$ cat config.mk
export PLATFORM = sky130hd
export DESIGN_NAME = dyser_input_port
export DESIGN_NICKNAME = d
export VERILOG_FILES = /design/src/rtl/dyser_input_port.sv
export SDC_FILE = /design/constraint.sdc
export NUM_CORES = 1
export LEC_CHECK = 0
export CORE_ASPECT_RATIO = 1.5
export CORE_MARGIN = 1.5
export CORE_UTILIZATION = 45
export CTS_CLUSTER_DIAMETER = 30
export DETAILED_ROUTE_END_ITERATION = 7
export HOLD_SLACK_MARGIN = 0.15
export PLACE_DENSITY = 0.72
export SYNTH_ARGS = -nofsm -noshare
export SYNTH_HDL_FRONTEND = slang
export SYNTH_SLANG_ARGS = --single-unit
$ cat constraint.sdc
create_clock -name clk -period 3 [get_ports clk]
set_input_delay 0.3 -clock clk [delete_from_list [all_inputs] [get_ports clk]]
set_output_delay 0.3 -clock clk [all_outputs]
set_load 0.01 [all_outputs]
$ cat src/rtl/dyser_input_port.sv
`default_nettype none
// ============================================================================
// Module      : dyser_input_port
// Description : Credit-based token transmitter at the DySER fabric boundary.
//               Buffers host tokens ({data, tok_valid}) in a small FIFO and
//               launches the head token onto the fabric path only while a
//               downstream credit is held. In configuration mode the host
//               word is passed combinationally onto the path instead.
// Ports       : clk, rst            - clock, synchronous active-high reset
//               in_data/in_tok_valid/in_push/in_ready - host token interface
//               conf_en             - configuration shift mode
//               c_in                - credit-return pulse (1 cycle = 1 credit)
//               d_out               - fabric path {data, valid, ready}
//               fifo_count          - occupied FIFO entries
//               credit_count        - credits currently held
//               credit_err          - sticky credit-overflow flag
// Revision    : 1.0 - initial release
// ============================================================================
module dyser_input_port #(
    parameter int  ID         = 0,
    parameter int  FIFO_DEPTH = 4,
    parameter int  CREDITS    = 2,
    localparam int META_BITS  = 2,
    localparam int PATH_WIDTH = 32 + META_BITS - 1,
    localparam int CNT_W      = $clog2(FIFO_DEPTH) + 1,
    localparam int CRD_W      = $clog2(CREDITS) + 1
) (
    input  logic                  clk,
    input  logic                  rst,
    input  logic [31:0]           in_data,
    input  logic                  in_tok_valid,
    input  logic                  in_push,
    output logic                  in_ready,
    input  logic                  conf_en,
    input  logic                  c_in,
    output logic [PATH_WIDTH:0]   d_out,
    output logic [CNT_W-1:0]      fifo_count,
    output logic [CRD_W-1:0]      credit_count,
    output logic                  credit_err
);

    localparam int AW = $clog2(FIFO_DEPTH);
    localparam logic [CNT_W-1:0] C_FULL    = CNT_W'(FIFO_DEPTH);
    localparam logic [CRD_W-1:0] C_CRD_MAX = CRD_W'(CREDITS);

    // Port identifier kept as a constant net so trace/debug probes can see it.
    logic [31:0] w_unused_id;
    assign w_unused_id = 32'(ID);

    // Token storage: {data, tok_valid}
    logic [32:0]          r_mem [FIFO_DEPTH];
    logic [AW-1:0]        r_wr_ptr;
    logic [AW-1:0]        r_rd_ptr;
    logic [CNT_W-1:0]     r_count;
    logic [CRD_W-1:0]     r_credits;
    logic                 r_err;
    logic [PATH_WIDTH:0]  r_out;

    logic                 w_full;
    logic                 w_wr;
    logic                 w_send;
    logic                 w_ret;
    logic [32:0]          w_head;

    assign w_full   = (r_count == C_FULL);
    // Full is judged on the current count, so a same-cycle pop never makes
    // room for a push.
    assign in_ready = ~rst & (conf_en | ~w_full);
    assign w_wr     = in_push & ~conf_en & ~w_full;
    assign w_send   = ~conf_en & (r_count != '0) & (r_credits != '0);
    assign w_ret    = c_in & ~conf_en;
    assign w_head   = r_mem[r_rd_ptr];

    always_ff @(posedge clk) begin
        if (w_wr && !rst) begin
            r_mem[r_wr_ptr] <= {in_data, in_tok_valid};
        end
    end

    always_ff @(posedge clk) begin
        if (rst) begin
            r_wr_ptr  <= '0;
            r_rd_ptr  <= '0;
            r_count   <= '0;
            r_credits <= C_CRD_MAX;
            r_err     <= 1'b0;
            r_out     <= '0;
        end else begin
            if (w_wr) begin
                r_wr_ptr <= r_wr_ptr + 1'b1;
            end
            if (w_send) begin
                r_rd_ptr <= r_rd_ptr + 1'b1;
            end

            case ({w_wr, w_send})
                2'b10:   r_count <= r_count + 1'b1;
                2'b01:   r_count <= r_count - 1'b1;
                default: r_count <= r_count;
            endcase

            // A send paired with a return nets to zero; a lone return at the
            // ceiling is a protocol violation and saturates.
            case ({w_send, w_ret})
                2'b10: r_credits <= r_credits - 1'b1;
                2'b01: begin
                    if (r_credits == C_CRD_MAX) begin
                        r_err <= 1'b1;
                    end else begin
                        r_credits <= r_credits + 1'b1;
                    end
                end
                default: r_credits <= r_credits;
            endcase

            // Output register: ready bit is a one-cycle pulse, data holds.
            if (w_send) begin
                r_out <= {w_head[32:1], w_head[0], 1'b1};
            end else if (!conf_en) begin
                r_out <= {r_out[PATH_WIDTH:META_BITS], 2'b00};
            end
        end
    end

    assign d_out        = (conf_en && !rst) ? {in_data, 2'b00} : r_out;
    assign fifo_count   = r_count;
    assign credit_count = r_credits;
    assign credit_err   = r_err;

endmodule
`default_nettype wire

## After elaboration in Yosys (flattened, before gate mapping)

Memory sizes are Yosys's and may differ from the RTL's. A register that Yosys moved wholly into a read port is not among the register bits.
Cells that the tools add are included.

- Bits in registers: 44
- RAM bits: 132
- Output and inout port bits: 41
- Word-level logic and storage cells: 51
- Memories: 1

- Add/subtract/negate cells: 6
- Equality and inequality tests: 8
- Mux-type cells: 10
- Bitwise gates (word level): 10
- Reductions and logical operators: 9

Memory list:

| memory | words | bits a word | read ports | clocked after Yosys merged registers in | write ports | line | RTL |
|---|---|---|---|---|---|---|---|
| r_mem | 4 | 33 | 1 | 1 | 1 | 51 | `logic [32:0] r_mem [FIFO_DEPTH];` |

Operators by type and width:

| operator | count |
|---|---|
| $mux 34 | 2 |
| $mux 2 | 4 |
| $add 2x1->2 const B | 3 |
| $and 1x1->1 | 6 |
| $eq 2x2->1 const B | 3 |
| $pmux 3 s2 | 1 |
| $reduce_bool 2->1 | 3 |
| $eq 2x1->1 const B | 2 |
| $pmux 2 s2 | 1 |
| $reduce_and 2->1 | 2 |
| $add 3x1->3 const B | 1 |
| $eq 3x3->1 const B | 1 |
| $not 1->1 | 3 |
| $reduce_bool 3->1 | 1 |
| $sub 3x1->3 const B | 1 |
| $logic_and 1x1->1 | 2 |
| $mux 1 | 2 |
| $ne 2x1->1 const B | 1 |
| $ne 2x2->1 const B | 1 |
| $sub 2x1->2 const B | 1 |
| $logic_not 1->1 | 1 |
| $or 1x1->1 | 1 |

## Logic depth before layout (Yosys ltp)

- Depth after elaboration: 6
- Mapped depth: 11

## Least setup slack after synthesis

OpenSTA, ideal clock, no wires.

- Kind: flip-flop to flip-flop
- From: register r_credits[0] (netlist: credit_count[0])
- To: register r_count[2] (netlist: fifo_count[2])
- Data arrival time: 2231 ps
- Data required time: 2930 ps
- Slack: 699 ps
- Cell stages (with the launch flop): 12
- Path through: dfxtp_1 -> o21bai_1 -> or2_1 -> buf_6 -> clkinv_8 -> buf_6 -> ha_1 -> inv_1 -> fa_1 -> xor2_1 -> or3_1 -> a21oi_1

- Longest elaborated chain between the ends: 4

Ends and longest elaborated chain:

| item | line | RTL |
|---|---|---|
| start: declaration | 55 | `logic [CRD_W-1:0] r_credits;` |
| start signal: assignment | 105 | `2'b10: r_credits <= r_credits - 1'b1;` |
| start signal: assignment | 110 | `r_credits <= r_credits + 1'b1;` |
| start signal: assignment | 113 | `default: r_credits <= r_credits;` |
| $reduce_bool 2->1 * | 70 | `assign w_send = ~conf_en & (r_count != '0) & (r_credits != '0);` |
| $and 1x1->1 * | 70 |  |
| named net w_send | 61 | `logic w_send;` |
| $eq 2x1->1 / $eq 2x2->1 (equally long branches) | 96 | `case ({w_wr, w_send})` |
| $pmux 3 s2 / $reduce_bool 2->1 (equally long branches) | n/a |  |
| end signal: assignment | 97 | `2'b10: r_count <= r_count + 1'b1;` |
| end signal: assignment | 98 | `2'b01: r_count <= r_count - 1'b1;` |
| end signal: assignment | 99 | `default: r_count <= r_count;` |
| end: declaration | 54 | `logic [CNT_W-1:0] r_count;` |

The timed path passes the listed nets; every way through them passes the cells marked *.
A chain may end at the register's enable or synchronous reset.

## Final worst setup path

- From: input conf_en
- To: output d_out[7]

- Longest elaborated chain between the ends: 2

Ends and longest elaborated chain:

| item | line | RTL |
|---|---|---|
| start: declaration | 34 | `input logic conf_en,` |
| $logic_and 1x1->1 | 125 | `assign d_out = (conf_en && !rst) ? {in_data, 2'b00} : r_out;` |
| $mux 34 | 125 |  |
| end: declaration | 36 | `output logic [PATH_WIDTH:0] d_out,` |

No other way between the ends.

==> out/qor.yml <==
outcome:
  status: "finished clean"
worst_setup_path:
  critPathTopFamily: "buffers and inverters"
  r2r_start: "fifo_count[2]"
  worst-path-buf-inv: 4
  end_kind: "output port"
  cp.required_ns: 2.70
  crit_path_start_kind: "input port"
  slowest_delay_ns: 0.57
  rr_worst_depth: 9
  worstSetupStartpoint: "conf_en"
  arrival_ns: 2.28
  crit_end: "d_out[7]"
  crit_path_top_delay_cell: "clkdlybuf4s50_1"
  cp_common_cell: "clkdlybuf4s50_1"
  reg2reg_to: "fifo_count[2]"
  crit_fanout: 34
  worstPathCellList: "clkdlybuf4s50_1 -> inv_1 -> nor2_4 -> buf_12 -> mux2_2 -> clkdlybuf4s50_1"
  reg2reg_slack_ns: 0.53
  path_depth: 6
  path_class: "input port to output port"
detailed_routing:
  route.detailed.drc: 0
  drtIter0Drc: 244
  vias_per_cell: 5.357
  antenna_left: 0
  via_count: 3884
  routed_wl_mm: 13.84
  drtPass1Iterations: 4
  wl_per_cell_microns: 19.09
clocking:
  clock-sinks: 178
  clock_latency_ns: 0.42
  cts-resized-gates: 0
  cts_root_buf: "clkbuf_16"
  cts_tree: "yes"
  htreeDepth: 4
  hold_buffers: 0
  clock_path_buffers: 2
  post_cts_buffers: 0
  cts_buffers: 17
  clkTransAtPathRegs_ns: 0.07
layout:
  fillers: 1185
  nets: 557
  area_growth_pct: 23.45
  multi_input_area_sq_um: 1914
  n_antenna_cell: 0
  seq_area_sq_um: 4887
  final_common_cell: "edfxtp_1"
  final_cell_mix: "edfxtp_1 (132), clkdlybuf4s50_1 (77), nand2_1 (67), dfxtp_1 (44), a21oi_1 (37)"
  drive_gt1_frac: 0.2281
synthesis:
  synth_top_family_by_area: "multiplexers"
  synth-simple-area-share: 0.06047
  synth-xor-area-share: 0.006280
  synth.net_count: 472
  avgSynthCellArea_sq_um: 16.29
  synth-compound-area-share: 0.03481
  synth.distinct_cells: 38
  ys_seq_area_frac: 0.7005
  yosys_register_bits: 178
  syn_inst: 428
  syn-cell-area_sq_um: 6973
  synthMuxAreaShare: 0.1597
  ys_warn_count: 0
  synth-adder-area-share: 0.01184
die:
  die_w_microns: 104.6
  ios: 79
  placementRows: 55
  die_h_microns: 155.5
  core_sq_um: 15140
  dieArea_sq_um: 16270
  start_util: 0.4606
power:
  intPower_mw: 4.969
  pwr-share-seq: 0.448
  total_power_mw: 6.773
  power_density_nw_per_um2: 786.9
  p_leak_nw: 2.801
  p_sw_mw: 1.804
  comb_power_share: 0.219
  sw_frac_of_total: 0.2664
  irDropWorstVdd_mv: 0.3750
  power_frac_clock: 0.333
timing:
  period_minus_slack_ns: 2.579
  worst_slew_pin_slew_ns: 0.9296
  post-route-period-util: 0.8596
  rsz0062_at_grt: "no"
  relSlewSlack: 0.3803
  maxSlewViolCount: 0
  fmaxAchievable_mhz: 387.8
  fin_tns_setup_ns: 0
  hold_viol_final: 0
  clock_skew_ns: 0.008339
  setup_viol: 0
flow_run:
  maxCapViolCount: 0
place:
  io_buffers: 78
  place_congestion: 0.7828
  hpwl_mm: 8.408
grt:
  overflow: 0
  grt_usage: 0.1814
  antenna_found_initial: 0
  grt_pass1_wl_mm: 22.00
  grt_start_max_net_pins: 36
  grt_pass1_vias: 4085
hold_path:
  min_from: "rst"
  min_path_type: "input port to flop"
-- final cells by class --
type                       instances  area share
clock buffer                      18     0.04985
clock inverter                    14     0.02064
timing repair buffer              89      0.1055
multi-input combinational        219      0.2224
inverter                           8    0.004942
sequential                       178      0.5677
tap                              199     0.02892
-- layer usage --
metal	vias up	GRT usage	part of all wire
li1	1775	-	-
met1	1987	0.2077	0.39
met2	98	0.3308	0.55
met3	24	0.03310	0.036
met4	0	0.07893	0.022
met5	-	0	0
-- power by group through the flow --
stage	Combinational, mW	Sequential [mW]	Clock, mW
final	1.48	3.04	2.25
after global routing	1.62	3.06	2.41
after floorplan	1.06	2.98	0
after detailed placement	1.50	3.09	0
after global placement	1.47	3.08	0
after CTS	1.51	3.04	2.29
-- cell families (layout without fill, tap and decap cells) --
kind of cell | Yosys count | in the layout
compound gates | 44 | 44
simple gates | 98 | 98
buf+inv | 31 | 129
fa+ha+maj | 6 | 6
mux | 66 | 66
flops | 178 | 178
xor+xnor | 5 | 5
-- worst min path at each step --
stage / endpoint / slack, ns / cells after the start
6_report: credit_err / 0.33 / 2
5_1_grt: r_out[2] / 0.36 / 2
3_3_place_gp: r_out[26] / 0.44 / 2
4_1_cts: fifo_count[0] / 0.33 / 2
2_1_floorplan: r_mem[0][0] / 0.40 / 0
3_5_place_dp: r_out[26] / 0.45 / 2
-- state kept, by name (all words and copies together), names as in the netlist, named ones only --
name and count:
credit_count 2, r_wr_ptr 2, r_out 34, r_mem 132, r_rd_ptr 2, fifo_count 3
credit_err 1
-- metrics by stage --
step           instances  hold slack, ns  worst slack, ns  utilization  instance area (sq um)
2_1_floorplan        428          0.3989           0.6988            -                   6973
3_3_place_gp         693          0.4398           0.3449       0.5285                   8001
3_5_place_dp         693          0.4463           0.2554       0.5285                   8001
4_1_cts              725          0.3277           0.4193       0.5686                   8608
5_1_grt              725          0.3639           0.3829       0.5686                   8608
6_report             725          0.3301           0.4211       0.5686                   8608
-- cells in the mapped netlist, drive strengths merged --
cell    number  area share
a41oi        1      0.0013
clkbuf       4      0.0022
or3          2      0.0018
o21bai       1      0.0011
dfxtp       46        0.13
edfxtp     132        0.57
ha           5      0.0090
clkinv       1      0.0023
nand2b       1     0.00090
nand2       67       0.036
nor3b        2      0.0022
a21oi       37       0.027
or2          1     0.00090
fa           1      0.0029
and2         4      0.0036
mux4        33        0.11
a221oi       1      0.0022
mux2i        1      0.0014
and3         1     0.00090
o21ai        3      0.0027
nor3         1      0.0014
or3b         1      0.0013
a22oi        1      0.0011
buf         19       0.018
nand4        1     0.00090
inv          7      0.0038
xor2         2      0.0025
nor2b        3      0.0027
mux2        32       0.052
xnor2        3      0.0038
nor2        14      0.0079
Note: power is estimated with default switching activity, not from simulation.
